File: src/rtl/sync_fifo_ft.sv
// sync_fifo_ft: single-clock FIFO with first-word fall-through output.
// The head entry is visible on dout whenever empty is low. DEPTH_NBITS=0 gives
// a single-entry register; DEPTH_NBITS>=1 gives a 2^N-entry circular buffer.
//
// Ports:
//   clk     - rising-edge clock
//   rst     - asynchronous active-high reset
//   din     - write data
//   wr      - push din this cycle (dropped when full unless rd is also high)
//   rd      - pop head this cycle (ignored when empty)
//   dout    - head entry, combinational from storage
//   empty   - count == 0
//   full    - count == DEPTH
//   fullm1  - count >= DEPTH-1
//   emptyp2 - count < 2
//   count   - registered occupancy
//   ncount  - next-cycle occupancy (combinational)
module sync_fifo_ft #(
  parameter int unsigned WIDTH       = 32,
  parameter int unsigned DEPTH_NBITS = 2
) (
  input  logic                   clk,
  input  logic                   rst,
  input  logic [WIDTH-1:0]       din,
  input  logic                   wr,
  input  logic                   rd,
  output logic [WIDTH-1:0]       dout,
  output logic                   empty,
  output logic                   full,
  output logic                   fullm1,
  output logic                   emptyp2,
  output logic [DEPTH_NBITS:0]   count,
  output logic [DEPTH_NBITS:0]   ncount
);

  localparam int unsigned Depth = 1 << DEPTH_NBITS;
  localparam int unsigned CntW  = DEPTH_NBITS + 1;

  logic [CntW-1:0] count_q;
  logic            do_rd;
  logic            do_wr;

  // Flags come from the registered count only.
  assign empty   = (count_q == '0);
  assign full    = (32'(count_q) == Depth);
  assign fullm1  = (32'(count_q) >= Depth - 1);
  assign emptyp2 = (32'(count_q) < 32'd2);
  assign count   = count_q;

  assign do_rd = rd & ~empty;
  // A push into a full FIFO is accepted when a pop frees the slot on the same edge.
  assign do_wr = wr & (~full | rd);

  always_comb begin
    ncount = count_q;
    if (do_wr) ncount = ncount + CntW'(1);
    if (do_rd) ncount = ncount - CntW'(1);
  end

  always_ff @(posedge clk or posedge rst) begin
    if (rst) begin
      count_q <= '0;
    end else begin
      count_q <= ncount;
    end
  end

  if (DEPTH_NBITS == 0) begin : g_single
    logic [WIDTH-1:0] mem_q;

    // Single entry: a simultaneous pop and push simply replaces the entry.
    always_ff @(posedge clk or posedge rst) begin
      if (rst) begin
        mem_q <= '0;
      end else if (do_wr) begin
        mem_q <= din;
      end
    end

    assign dout = mem_q;
  end else begin : g_multi
    logic [WIDTH-1:0]       mem_q [Depth];
    logic [DEPTH_NBITS-1:0] rptr_q;
    logic [DEPTH_NBITS-1:0] wptr_q;

    // Pointers are exactly DEPTH_NBITS wide, so increments wrap modulo DEPTH.
    always_ff @(posedge clk or posedge rst) begin
      if (rst) begin
        rptr_q <= '0;
        wptr_q <= '0;
        for (int i = 0; i < int'(Depth); i++) begin
          mem_q[i] <= '0;
        end
      end else begin
        if (do_wr) begin
          mem_q[wptr_q] <= din;
          wptr_q        <= wptr_q + 1'b1;
        end
        if (do_rd) begin
          rptr_q <= rptr_q + 1'b1;
        end
      end
    end

    assign dout = mem_q[rptr_q];
  end

endmodule

File: config.mk
export PLATFORM = sky130hd
export DESIGN_NAME = sync_fifo_ft
export DESIGN_NICKNAME = d
export VERILOG_FILES = /design/src/rtl/sync_fifo_ft.sv
export SDC_FILE = /design/constraint.sdc
export NUM_CORES = 1
export LEC_CHECK = 0
export ABC_AREA = 1
export CORE_MARGIN = 2
export CORE_UTILIZATION = 40
export DETAILED_ROUTE_END_ITERATION = 12
export PLACE_DENSITY_LB_ADDON = 0.12
export SLEW_MARGIN = 20
export SYNTH_ARGS = -nofsm -noshare
export SYNTH_HDL_FRONTEND = slang
export SYNTH_SLANG_ARGS = --single-unit
File: constraint.sdc
create_clock -name clk -period 6.6 [get_ports clk]
set_clock_uncertainty 0.15 [all_clocks]
set_input_delay 1.32 -clock clk [delete_from_list [all_inputs] [get_ports clk]]
set_output_delay 1.32 -clock clk [all_outputs]
set_load 0.05 [all_outputs]
==> summary.txt <==
Outcome = complete, no violations
First-pass GRT wire length = 24050 um
Post-Syn Area per Cell = 8.670 um2
FP Rows = 44
CTS clk-pin slew, worst paths = 50 ps
GRT Resource Usage Total = 19.07%
Synth Register Bits = 135
Chip width = 126.6 um
Die H = 126.6 um
Mapped cell area = 6008 um2
Slew Limit Headroom = 38.88%
Nets = 795
Placer Congestion = 0.8200
Number of distinct library cells after synthesis = 19
Overall routed net length = 14550 um
Final Max Tran Viols = 0
WP data arrival = 3900 ps
Final Hold Vio Count = 0
Hold/Removal Path Class = reg -> reg
Pin slew with the least headroom to its limit = 915.7 ps
CTS max path bufs = 2
H-tree lvl count = 4
Largest net degree at the start of global routing = 94
Core outline area = 14590 um2
RSZ-0062 raised after global routing = false
Multi-input gate area = 2213 um2
Synth Instances = 693
FILL cells = 1413
Slowest CP cell = clkdlybuf4s50_1
Register area = 3379 um2
Syn_nets = 737
WP data required = 5130 ps
Startpoint Class = input pin
CTS Buf Count = 17
Post-CTS setup buffer count = 0
Post-DP HPWL = 7930 um
Final Critical Period = 5366 ps
Die Footprint = 16020 um2
DRT Pass-1 Iters = 5
Register area share after synthesis = 56.23%
DR vias/cell = 5.223
Fin crit share = 81.31%
Worst-path fanout max = 10
Iter 0 DRT Violations = 314
Root Buffer = clkbuf_16
CTS tree = done
Vias in the first global route = 4744
Synthesis-to-finish area growth = 22.03%
CP peak stage delay = 800 ps
Initial core utilization = 41.18%
Setup violations, final = 0
Grt total ovfl = 0
FMAX = 0.1863 GHz
PostCTS Resize Cnt = 0
Ports = 78
Port bufs = 77
Clock Latency Late Sink = 410 ps
CP cell instances = clkdlybuf4s50_1 -> nand2_2 -> nand2_1 -> nand2_1 -> ha_1 -> or2_2 -> nand2_1 -> clkdlybuf4s50_1
# DRC = 0
Final TNS setup = 0 ps
Initial antenna violation count = 0
Crit path max-delay family = buffers and inverters
Sink Count = 135
Critical path class = in -> out
Share of the synthesized area in the top cell type = 56.23%
Detail Route Antenna Nets = 0
Most frequent CP cell = nand2_1
Antenna Cells = 0
Worst path bufs/invs = 2
Top cell type by total area after synthesis = dfrtp_1
Max-cap violations = 0
Top cells by area, synth = dfrtp_1 56%, o21ai_0 16%, nand2_1 8.9%
Vias after detailed routing = 4936
Critical path endpoint category = output pin
Ys Warns = 0
Drt wl/cell = 15.39 um
Hold_buf cts = 0
Fraction of layout cells with a size suffix above 1 = 5.650%
-- through the flow --
step                      std cells  hold WS [ps]  setup WS (ps)  area (um2)  util [%]
after floorplan                 693         297.8           1519        6008         -
after global placement          916         311.3           1287        6824     46.78
after detailed placement        916         318.0           1247        6824     46.78
after CTS                       945         331.1           1236        7331     50.25
after global routing            945         350.1           1095        7332     50.26
final                           945         328.0           1234        7332     50.26
-- cells by family (layout without fill, tap and decap cells) --
logic type	Yosys count	after routing	share of synthesized area, %
AO/OA/AOI/OAI	227	227	19.58
adder cells (fa/ha/maj)	8	8	1.666
buffers and inverters	91	159	6.934
XOR/XNOR	2	2	0.2916
flip-flops	135	135	56.23
AND/OR/NAND/NOR	230	230	15.31
-- worst reg2reg max path, delay by kind of cell (launching register included) --
family	cells	cell delay, ps
buffers and inverters	1	150
adder cells (fa/ha/maj)	2	510
flip-flops	1	430
AND/OR/NAND/NOR	6	920
-- per-layer routing --
metal	vias up	track usage, %	wire length [um]
li1	2406	-	-
met4	0	6.206	191
met3	18	4.471	820
met1	2364	26.85	6972
met2	148	29.32	6559
met5	-	0	0
-- cells in the mapped netlist, drive strengths merged --
cell type / number
or2: 1
nand3: 15
a21oi: 2
clkbuf: 12
nand2: 143
nor2: 71
inv: 46
xor2: 2
dfrtp: 135
o22ai: 32
o21ai: 193
ha: 8
buf: 33
-- cell usage in the layout (no fill, tap or decap), types with 7 or more instances in the layout --
master,Yosys,routed
ha_1,8,8
o22ai_1,32,32
clkdlybuf4s50_1,0,77
o21ai_0,193,193
inv_1,45,43
clkbuf_16,0,17
nand2_1,142,142
nand3_1,10,10
buf_4,14,7
nor2_1,71,71
dfrtp_1,135,134
-- flip-flops by register name, indices dropped and copies added (netlist names) --
signal / cells
g_multi.rptr_q: 2
g_multi.wptr_q: 2
count: 3
g_multi.mem_q: 128
-- area by class of cell --
| type | count | area share, % |
|---|---|---|
| well taps | 184 | 3.140 |
| inverters | 46 | 2.440 |
| flip-flops and latches | 135 | 46.09 |
| multi-input cells | 467 | 30.19 |
| clock inverters | 5 | 0.3413 |
| clock buffers | 24 | 6.570 |
| repair buffers | 84 | 11.23 |
-- worst paths after layout --
| kind | startpoint | to | slack [ps] | cells past startpoint |
|---|---|---|---|---|
| hold reg to reg | g_multi.mem_q[56] | g_multi.mem_q[56] | 330 | 2 |
| max in group asynchronous | rst | g_multi.rptr_q[0] | 3850 | 3 |
| setup / recovery | wr | ncount[1] | 1230 | 8 |
| hold / removal | g_multi.mem_q[56] | g_multi.mem_q[56] | 330 | 2 |
| setup reg to reg | count[0] | count[1] | 4370 | 9 |
| min in group asynchronous | rst | g_multi.mem_q[13] | 1310 | 2 |
Power is left out: the tool's default activity adds up to more than one toggle a clock period on the data nets, which glitch-free logic cannot reach.
